===== src/rtl/cfpga_reg_master_if.sv =====
// Command/response handshake and channel register-link signals of the channel-FPGA
// register initiator.
interface cfpga_reg_master_if;
    logic        cmd_valid;
    logic        cmd_ready;
    logic        cmd_write;
    logic [31:0] cmd_reg;
    logic [31:0] cmd_wdata;

    logic        rsp_valid;
    logic        rsp_ready;
    logic [31:0] rsp_rdata;
    logic        rsp_err;

    logic [31:0] cf_data;
    logic        cf_reg_num_le;
    logic        cf_wr_en;
    logic        cf_rd_en;
    logic [31:0] cf_rdata;
    logic        cf_illegal;

    logic        busy;

    modport master (
        input  cmd_valid, cmd_write, cmd_reg, cmd_wdata, rsp_ready, cf_rdata, cf_illegal,
        output cmd_ready, rsp_valid, rsp_rdata, rsp_err, cf_data, cf_reg_num_le, cf_wr_en,
               cf_rd_en, busy
    );

    modport slave (
        output cmd_valid, cmd_write, cmd_reg, cmd_wdata, rsp_ready, cf_rdata, cf_illegal,
        input  cmd_ready, rsp_valid, rsp_rdata, rsp_err, cf_data, cf_reg_num_le, cf_wr_en,
               cf_rd_en, busy
    );
endinterface


===== src/rtl/cfpga_reg_master.sv =====
// Master-side initiator for the channel-FPGA register link: turns one command into the
// select / write / read strobe sequence and returns a single response.
module cfpga_reg_master #(
    parameter int unsigned RD_LATENCY = 1,
    parameter bit          CACHE_SEL  = 1'b1
) (
    input  logic               clk,
    input  logic               reset,
    cfpga_reg_master_if.master bus_io
);

    typedef enum logic [2:0] {
        StIdle,
        StSel,
        StChk,
        StWr,
        StRd,
        StRwait,
        StResp
    } state_e;

    localparam logic [3:0] RdLat = 4'(RD_LATENCY);

    state_e      state_q, state_d;
    logic        write_q, write_d;
    logic [31:0] reg_q, reg_d;
    logic [31:0] wdata_q, wdata_d;
    logic [31:0] sel_reg_q, sel_reg_d;
    logic        sel_valid_q, sel_valid_d;
    logic [3:0]  cnt_q, cnt_d;

    logic        rsp_valid_q, rsp_valid_d;
    logic [31:0] rsp_rdata_q, rsp_rdata_d;
    logic        rsp_err_q, rsp_err_d;
    logic [31:0] cf_data_q, cf_data_d;
    logic        le_q, le_d;
    logic        wr_q, wr_d;
    logic        rd_q, rd_d;
    logic        cmd_ready_q, cmd_ready_d;
    logic        busy_q, busy_d;

    logic        accept;
    logic        cache_hit;
    logic [31:0] eff_reg;
    logic [31:0] eff_wdata;

    always_comb begin
        accept    = bus_io.cmd_valid && cmd_ready_q;
        cache_hit = CACHE_SEL && sel_valid_q && (bus_io.cmd_reg == sel_reg_q);

        state_d     = state_q;
        write_d     = write_q;
        reg_d       = reg_q;
        wdata_d     = wdata_q;
        sel_reg_d   = sel_reg_q;
        sel_valid_d = sel_valid_q;
        cnt_d       = cnt_q;
        rsp_rdata_d = rsp_rdata_q;
        rsp_err_d   = rsp_err_q;

        case (state_q)
            StIdle: begin
                if (accept) begin
                    write_d = bus_io.cmd_write;
                    reg_d   = bus_io.cmd_reg;
                    wdata_d = bus_io.cmd_wdata;
                    if (cache_hit) begin
                        state_d = bus_io.cmd_write ? StWr : StRd;
                    end else begin
                        state_d = StSel;
                    end
                end
            end
            StSel: begin
                sel_reg_d = reg_q;
                state_d   = StChk;
            end
            StChk: begin
                // cf_illegal now reflects the number latched by the SEL strobe
                if (bus_io.cf_illegal) begin
                    rsp_err_d   = 1'b1;
                    rsp_rdata_d = '0;
                    sel_valid_d = 1'b0;
                    state_d     = StResp;
                end else begin
                    sel_valid_d = 1'b1;
                    state_d     = write_q ? StWr : StRd;
                end
            end
            StWr: begin
                rsp_err_d   = 1'b0;
                rsp_rdata_d = '0;
                state_d     = StResp;
            end
            StRd: begin
                cnt_d   = RdLat;
                state_d = StRwait;
            end
            StRwait: begin
                if (cnt_q <= 4'd1) begin
                    rsp_rdata_d = bus_io.cf_rdata;
                    rsp_err_d   = 1'b0;
                    cnt_d       = '0;
                    state_d     = StResp;
                end else begin
                    cnt_d = cnt_q - 4'd1;
                end
            end
            StResp: begin
                if (bus_io.rsp_ready) begin
                    rsp_rdata_d = '0;
                    rsp_err_d   = 1'b0;
                    state_d     = StIdle;
                end
            end
            default: state_d = StIdle;
        endcase
    end

    // Outputs are registered from the next state so each strobe is high exactly in its state.
    always_comb begin
        eff_reg   = (state_q == StIdle) ? bus_io.cmd_reg : reg_q;
        eff_wdata = (state_q == StIdle) ? bus_io.cmd_wdata : wdata_q;

        le_d        = (state_d == StSel);
        wr_d        = (state_d == StWr);
        rd_d        = (state_d == StRd);
        rsp_valid_d = (state_d == StResp);
        cmd_ready_d = (state_d == StIdle);
        busy_d      = (state_d != StIdle);

        case (state_d)
            StSel:   cf_data_d = eff_reg;
            StWr:    cf_data_d = eff_wdata;
            default: cf_data_d = '0;
        endcase
    end

    always_ff @(posedge clk) begin
        if (reset) begin
            state_q     <= StIdle;
            write_q     <= 1'b0;
            reg_q       <= '0;
            wdata_q     <= '0;
            sel_reg_q   <= '0;
            sel_valid_q <= 1'b0;
            cnt_q       <= '0;
            rsp_valid_q <= 1'b0;
            rsp_rdata_q <= '0;
            rsp_err_q   <= 1'b0;
            cf_data_q   <= '0;
            le_q        <= 1'b0;
            wr_q        <= 1'b0;
            rd_q        <= 1'b0;
            cmd_ready_q <= 1'b1;
            busy_q      <= 1'b0;
        end else begin
            state_q     <= state_d;
            write_q     <= write_d;
            reg_q       <= reg_d;
            wdata_q     <= wdata_d;
            sel_reg_q   <= sel_reg_d;
            sel_valid_q <= sel_valid_d;
            cnt_q       <= cnt_d;
            rsp_valid_q <= rsp_valid_d;
            rsp_rdata_q <= rsp_rdata_d;
            rsp_err_q   <= rsp_err_d;
            cf_data_q   <= cf_data_d;
            le_q        <= le_d;
            wr_q        <= wr_d;
            rd_q        <= rd_d;
            cmd_ready_q <= cmd_ready_d;
            busy_q      <= busy_d;
        end
    end

    assign bus_io.cmd_ready     = cmd_ready_q;
    assign bus_io.rsp_valid     = rsp_valid_q;
    assign bus_io.rsp_rdata     = rsp_rdata_q;
    assign bus_io.rsp_err       = rsp_err_q;
    assign bus_io.cf_data       = cf_data_q;
    assign bus_io.cf_reg_num_le = le_q;
    assign bus_io.cf_wr_en      = wr_q;
    assign bus_io.cf_rd_en      = rd_q;
    assign bus_io.busy          = busy_q;

endmodule

===== src/flat_wrapper.sv =====
// flat-port wrapper written by rule: the top's interface ports become plain ports
module cfpga_reg_master_flat 
#(
    parameter int unsigned RD_LATENCY = 1,
    parameter bit          CACHE_SEL  = 1'b1
)
  (clk, reset, bus_io_cmd_valid, bus_io_cmd_write, bus_io_cmd_reg, bus_io_cmd_wdata, bus_io_rsp_ready, bus_io_cf_rdata, bus_io_cf_illegal, bus_io_cmd_ready, bus_io_rsp_valid, bus_io_rsp_rdata, bus_io_rsp_err, bus_io_cf_data, bus_io_cf_reg_num_le, bus_io_cf_wr_en, bus_io_cf_rd_en, bus_io_busy);
  cfpga_reg_master_if bus_io_i ();
  input  logic clk;
  input  logic reset;
  input wire logic [$bits(bus_io_i.cmd_valid)-1:0] bus_io_cmd_valid;
  input wire logic [$bits(bus_io_i.cmd_write)-1:0] bus_io_cmd_write;
  input wire logic [$bits(bus_io_i.cmd_reg)-1:0] bus_io_cmd_reg;
  input wire logic [$bits(bus_io_i.cmd_wdata)-1:0] bus_io_cmd_wdata;
  input wire logic [$bits(bus_io_i.rsp_ready)-1:0] bus_io_rsp_ready;
  input wire logic [$bits(bus_io_i.cf_rdata)-1:0] bus_io_cf_rdata;
  input wire logic [$bits(bus_io_i.cf_illegal)-1:0] bus_io_cf_illegal;
  output wire logic [$bits(bus_io_i.cmd_ready)-1:0] bus_io_cmd_ready;
  output wire logic [$bits(bus_io_i.rsp_valid)-1:0] bus_io_rsp_valid;
  output wire logic [$bits(bus_io_i.rsp_rdata)-1:0] bus_io_rsp_rdata;
  output wire logic [$bits(bus_io_i.rsp_err)-1:0] bus_io_rsp_err;
  output wire logic [$bits(bus_io_i.cf_data)-1:0] bus_io_cf_data;
  output wire logic [$bits(bus_io_i.cf_reg_num_le)-1:0] bus_io_cf_reg_num_le;
  output wire logic [$bits(bus_io_i.cf_wr_en)-1:0] bus_io_cf_wr_en;
  output wire logic [$bits(bus_io_i.cf_rd_en)-1:0] bus_io_cf_rd_en;
  output wire logic [$bits(bus_io_i.busy)-1:0] bus_io_busy;
  assign bus_io_i.cmd_valid = bus_io_cmd_valid;
  assign bus_io_i.cmd_write = bus_io_cmd_write;
  assign bus_io_i.cmd_reg = bus_io_cmd_reg;
  assign bus_io_i.cmd_wdata = bus_io_cmd_wdata;
  assign bus_io_i.rsp_ready = bus_io_rsp_ready;
  assign bus_io_i.cf_rdata = bus_io_cf_rdata;
  assign bus_io_i.cf_illegal = bus_io_cf_illegal;
  assign bus_io_cmd_ready = bus_io_i.cmd_ready;
  assign bus_io_rsp_valid = bus_io_i.rsp_valid;
  assign bus_io_rsp_rdata = bus_io_i.rsp_rdata;
  assign bus_io_rsp_err = bus_io_i.rsp_err;
  assign bus_io_cf_data = bus_io_i.cf_data;
  assign bus_io_cf_reg_num_le = bus_io_i.cf_reg_num_le;
  assign bus_io_cf_wr_en = bus_io_i.cf_wr_en;
  assign bus_io_cf_rd_en = bus_io_i.cf_rd_en;
  assign bus_io_busy = bus_io_i.busy;
  cfpga_reg_master #(.RD_LATENCY(RD_LATENCY), .CACHE_SEL(CACHE_SEL)) u_core (.clk(clk), .reset(reset), .bus_io(bus_io_i));
endmodule

===== config.mk =====
export PLATFORM = sky130hd
export DESIGN_NAME = cfpga_reg_master_flat
export DESIGN_NICKNAME = d
export VERILOG_FILES = /design/src/rtl/cfpga_reg_master_if.sv /design/src/rtl/cfpga_reg_master.sv /design/src/flat_wrapper.sv
export SDC_FILE = /design/constraint.sdc
export NUM_CORES = 1
export LEC_CHECK = 0
export BUFFER_PORTS_ARGS = -buffer_cell sky130_fd_sc_hd__buf_4
export CORE_MARGIN = 2
export CORE_UTILIZATION = 53
export DETAILED_ROUTE_END_ITERATION = 10
export PLACE_DENSITY = 0.79
export SKIP_LAST_GASP = 1
export SLEW_MARGIN = 10
export SYNTH_ARGS = -nofsm -noshare
export SYNTH_HDL_FRONTEND = slang
export SYNTH_SLANG_ARGS = --single-unit

===== constraint.sdc =====
create_clock -name clk -period 3.3 [get_ports clk]
set_clock_uncertainty 0.15 [all_clocks]
set_input_delay 0.66 -clock clk [delete_from_list [all_inputs] [get_ports clk]]
set_output_delay 0.66 -clock clk [all_outputs]
set_load 0.03 [all_outputs]

# Word level (Yosys, flattened, before mapping)
# Index checks and enable logic that the tools add are counted.
# op_classes
magnitude_cmp	1
mux	22
eq_ne	14
reduce_logical	9
addsub	1
# ops
operator	n
$mux W32	5
$pmux W32 S4	1
$pmux W32 S2	1
$eq A32 B32 Y1	1
$mux W3	7
$pmux W3 S7	1
$eq A3 B3 Y1 const B	5
$eq A3 B2 Y1 const B	3
$pmux W4 S2	1
$eq A3 B1 Y1 const B	2
$logic_not A3 Y1	2
$le A4 B1 Y1 const B	1
$mux W1	4
$mux W4	1
$ne A2 B2 Y1 const B	2
$pmux W1 S4	1
$reduce_and A4 Y1	1
$reduce_bool A4 Y1	1
$sub A4 B1 Y4 const B	1
$reduce_bool A3 Y1	1
$logic_and A1 B1 Y1	2
$ne A2 B1 Y1 const B	1
$reduce_and A2 Y1	1
$reduce_bool A2 Y1	1
# word_totals
word_cells	63
output_inout_bits	71
reg_bits	176
input_bits	102

# Logic depth before layout (Yosys ltp)
# depth
depth_word	7
depth_mapped	10
ltp_nobuf	8

# Worst setup path after synthesis
# Ideal clock, no wire load.
# synth_timing
kind	input to register
startpoint	in bus_io_cmd_reg[3]
endpoint	reg u_core.cf_data_q[16] (netlist: u_core.bus_io.cf_data[16])
required_ns	3.014
setup_time_ns	0.136
t_arrival_ns	2.200
stages	8
n_path_buf	2
path_slack_ns	0.815
cell_sequence	xnor2_1 -> nand4_1 -> or4b_4 -> nor4b_4 -> or3_1 -> buf_2 -> buf_4 -> o32ai_1
# synth_between
elab_chain_cells	7
elab_cells_between_ends	8
classes_between	eq/ne (3); mux (4); reduce/logical (1)
# synth_rtl
element	line	source
start: declaration	flat_wrapper.sv:13	input wire logic [$bits(bus_io_i.cmd_reg)-1:0] bus_io_cmd_reg;
$eq A32 B32 Y1 (*)	cfpga_reg_master.sv:49	cache_hit = CACHE_SEL && sel_valid_q && (bus_io.cmd_reg == sel_reg_q);
$logic_and A1 B1 Y1 (*)	cfpga_reg_master.sv:49	
$mux W3 (*)	cfpga_reg_master.sv:67	if (cache_hit) begin
$mux W3 (*)	cfpga_reg_master.sv:63	if (accept) begin
$pmux W3 S7 (*)	cfpga_reg_master.sv:61	case (state_q)
$eq A3 B2 Y1 or $eq A3 B1 Y1 (tied branches)	cfpga_reg_master.sv:132	case (state_d)
$pmux W32 S2 (*)	cfpga_reg_master.sv:132	
end signal: assignment	cfpga_reg_master.sv:168	cf_data_q <= cf_data_d;
end: declaration	cfpga_reg_master.sv:35	logic [31:0] cf_data_q, cf_data_d;
# Mark *: on every way between the ends. The rest lies on a longest branch, timed or not.
# A chain may end at the register's enable or synchronous reset.

# Final worst setup path
# layout_timing
startpoint	reg u_core.cnt_q[0]
endpoint	reg u_core.cf_data_q[17] (netlist: u_core.bus_io.cf_data[17])
# layout_between
elab_chain_cells	5
elab_cells_between_ends	6
classes_between	order compare (1); eq/ne (2); mux (3)
# layout_rtl
element	line	source
start: declaration	cfpga_reg_master.sv:30	logic [3:0] cnt_q, cnt_d;
start signal: assignment	cfpga_reg_master.sv:164	cnt_q <= cnt_d;
$le A4 B1 Y1 (*)	cfpga_reg_master.sv:100	if (cnt_q <= 4'd1) begin
$mux W3 (*)	cfpga_reg_master.sv:100	
$pmux W3 S7 (*)	cfpga_reg_master.sv:61	
$eq A3 B2 Y1 or $eq A3 B1 Y1 (tied branches)	cfpga_reg_master.sv:132	
$pmux W32 S2 (*)	cfpga_reg_master.sv:132	
# Marks and branches as above.

==> metrics.txt <==
clock root buffer=clkbuf_16; CTS max path bufs=2; P_leak=a little under 4 nW; largest area contributor in the netlist=dfxtp_1; Post-Synthesis Cells=~830; count of buffers from port buffering=approximately 170; crit-path max FO=17; post-layout power=roughly 6.3 mW; Via density=about 5.5; pwr/cell area=roughly 700 nW/um2; DIE WIDTH=120 um; gr usage total=0.261; core area=13200 um2; Syn-to-layout area delta=28.6%; Post-synth EDFFs=0; RD Place Congestion=0.829; DRT iter0 DRCs=558; TritonCTS Buffers=17; cts hold-fix bufs=0; register area share after synthesis=0.492; outcome=completed; Net Count, Synth=slightly above 900; Top-Level Pins=173; Worst slew margin=0.377; die height=120 um; post-synthesis xor/xnor area fraction=0.0318; Resized Gates After CTS=0; total gr overflow=0; vias in the first global route=roughly 6000; fraction of layout cells with a size suffix above 1=0.236; warnings from Yosys=0; Rows=42; Worst Hold Class=reg -> reg; worst skew pair latency=~0.42 ns; post-CTS setup buffers=0; Hold Fails Final Rpt=0; RSZ-0062 raised after global routing=no; iteration count of the initial detailed-routing pass=5; initial antenna violation count=0; CP endpoint kind=flip-flop; Setup TNS=0 ns; final setup vio count=0; number of slew-limit violations in the final report=0; number of max-cap violations=0; DRT antenna net count=0; Post-Synth Simple-Gate Area=0.175; via count=~6400; Area contributors post-synth=dfxtp_1 49%, nand2_1 11%, mux2i_1 8.5%; Required @ worst endpoint=approximately 3.5 ns; ant diodes=0; clk slew on worst S/H paths=0.06 ns; Post-Synth Adder-Cell Area=0.00349; arrival time worst endpoint=2.86 ns; largest net degree at the start of global routing=about 90; fin nets=roughly 1100; Achievable Freq=~370 MHz; Routed WL per cell=16.1 um; fraction of registers with async set/reset=0; CP Launch Type=flip-flop; largest family of logic cells by synthesized area=simple AND/OR/NAND/NOR gates; Tcrit/Tclk final=0.816; Avg Cell Area, Syn=8.66 um2; Syn Std Cell Area=7160 um2; post-synthesis compound-gate area fraction=0.167; H-tree depth=4; first-pass GRT wire length=approximately 30000 um; area share of the largest cell type after synthesis=0.492; Crit Path Class=reg -> reg; post-layout min period=2.69 ns; Peak VDD IR=approximately 0.00038 V; Tightest Pin Transition=0.935 ns; ys flop type=dfxtp_1; FILL cells=around 1100; CTS tree=built; total wire length=18700 um; FF+latch count, synth=between 150 and 200; Final HPWL DP=roughly 12000 um; Residual DRC=0; post-synthesis mux area share=0.0900; initial core utilization=0.541; most instantiated library cell after synthesis=nand2_1; Clock Sinks=between 150 and 200; Synth top cells by count=203 x nand2_1, 176 x dfxtp_1, 104 x a21oi_1, 61 x mux2i_1, 54 x clkbuf_1; Die Area=~14000 um2; synth unique cells=46
[per-stage QoR]
step	hold WS, ns	util	worst slack [ns]	instances	instance area [um2]
global route	0.320	0.695	0.390	1162	9210
floorplan	0.284	-	0.815	827	7160
global placement	0.290	0.649	0.411	1130	8590
detailed placement	0.296	0.649	0.427	1130	8590
CTS	0.304	0.695	0.666	1162	9210
finish	0.303	0.695	0.607	1162	9210
[where the power goes]
part	total (mW)	switching (mW)	internal (mW)	leakage, nW
Sequential	2.50	0.142	2.36	1.43
Clock	2.07	0.805	1.27	0.298
Combinational	1.77	1.09	0.677	2.20
[area by class of cell]
cell class,instances,area [um2],share of cell area
Timing Repair Buffer,190,1440,0.156
Clock inverter,10,133,0.0144
Tap cell,176,220,0.0239
Multi-Input combinational cell,577,3370,0.366
Clock buffer,22,484,0.0526
Sequential cell,176,3520,0.383
Inverter,11,41.3,0.00448
[state kept, by name (all words and copies together) (netlist names), 3 cells and up]
signal and cells:
u_core.bus_io.cf_data 32, u_core.bus_io.rsp_rdata 32, u_core.reg_q 32, u_core.sel_reg_q 32, u_core.wdata_q 32, u_core.cnt_q 4
u_core.state_q 3
[routing by layer]
metal / share of wire / vias up / GRT usage / wire [um]
met4: 0.016 / 0 / 0.0894 / 291
met2: 0.49 / 194 / 0.428 / 9170
met1: 0.45 / 3003 / 0.346 / 8390
li1: - / 3150 / - / -
met5: 0 / - / 0 / 0
met3: 0.047 / 25 / 0.0514 / 874
[worst max-delay path, stage by stage (launching register included)]
cell and delay, ns:
dfxtp_1 0.36, inv_1 0.09, ha_1 0.24, o21ai_0 0.42
o21ai_0 0.14, a22o_1 0.26, or3_1 0.41, buf_4 0.22
o32ai_1 0.31
[final timing paths]
check | from | to | slack [ns] | cells past startpoint
worst max-delay path | u_core.cnt_q[0]$_SDFFE_PP0P_ | u_core.bus_io.cf_data[17]$_SDFF_PP0_ | 0.61 | 8
worst min-delay path | u_core.wdata_q[6]$_SDFFE_PP0P_ | u_core.wdata_q[6]$_SDFFE_PP0P_ | 0.30 | 2
worst max register to register | u_core.cnt_q[0]$_SDFFE_PP0P_ | u_core.bus_io.cf_data[17]$_SDFF_PP0_ | 0.61 | 8
worst min register to register | u_core.wdata_q[6]$_SDFFE_PP0P_ | u_core.wdata_q[6]$_SDFFE_PP0P_ | 0.30 | 2
[kinds of logic after synthesis]
kind of cell / count (synthesis)
muxes: 64
buffers and inverters: 74
adders and majority gates: 2
AOI/OAI and AO/OA: 191
xor gates and xnor gates: 26
and+or+nand+nor: 294
DFF: 176
[cells in the final DEF, fill, tap and decap left out, drive strengths merged, types with 2 or more instances in the layout]
cell      instances
nor2             47
ha                2
clkbuf           22
inv              11
nand3b            2
mux2              3
buf             190
a22oi            33
clkinv            4
nor4b             2
dfxtp           176
nand2           203
xor2             18
and3              3
nand3             2
nand4             4
a21oi           104
xnor2             8
bufinv            3
mux2i            61
o31ai             3
or3               3
nor3              6
o21ai            12
nor2b             2
nor4              5
nand2b            9
clkinvlp          3
o2111a            2
o32ai            29
Power figures use the tool's default switching activity.
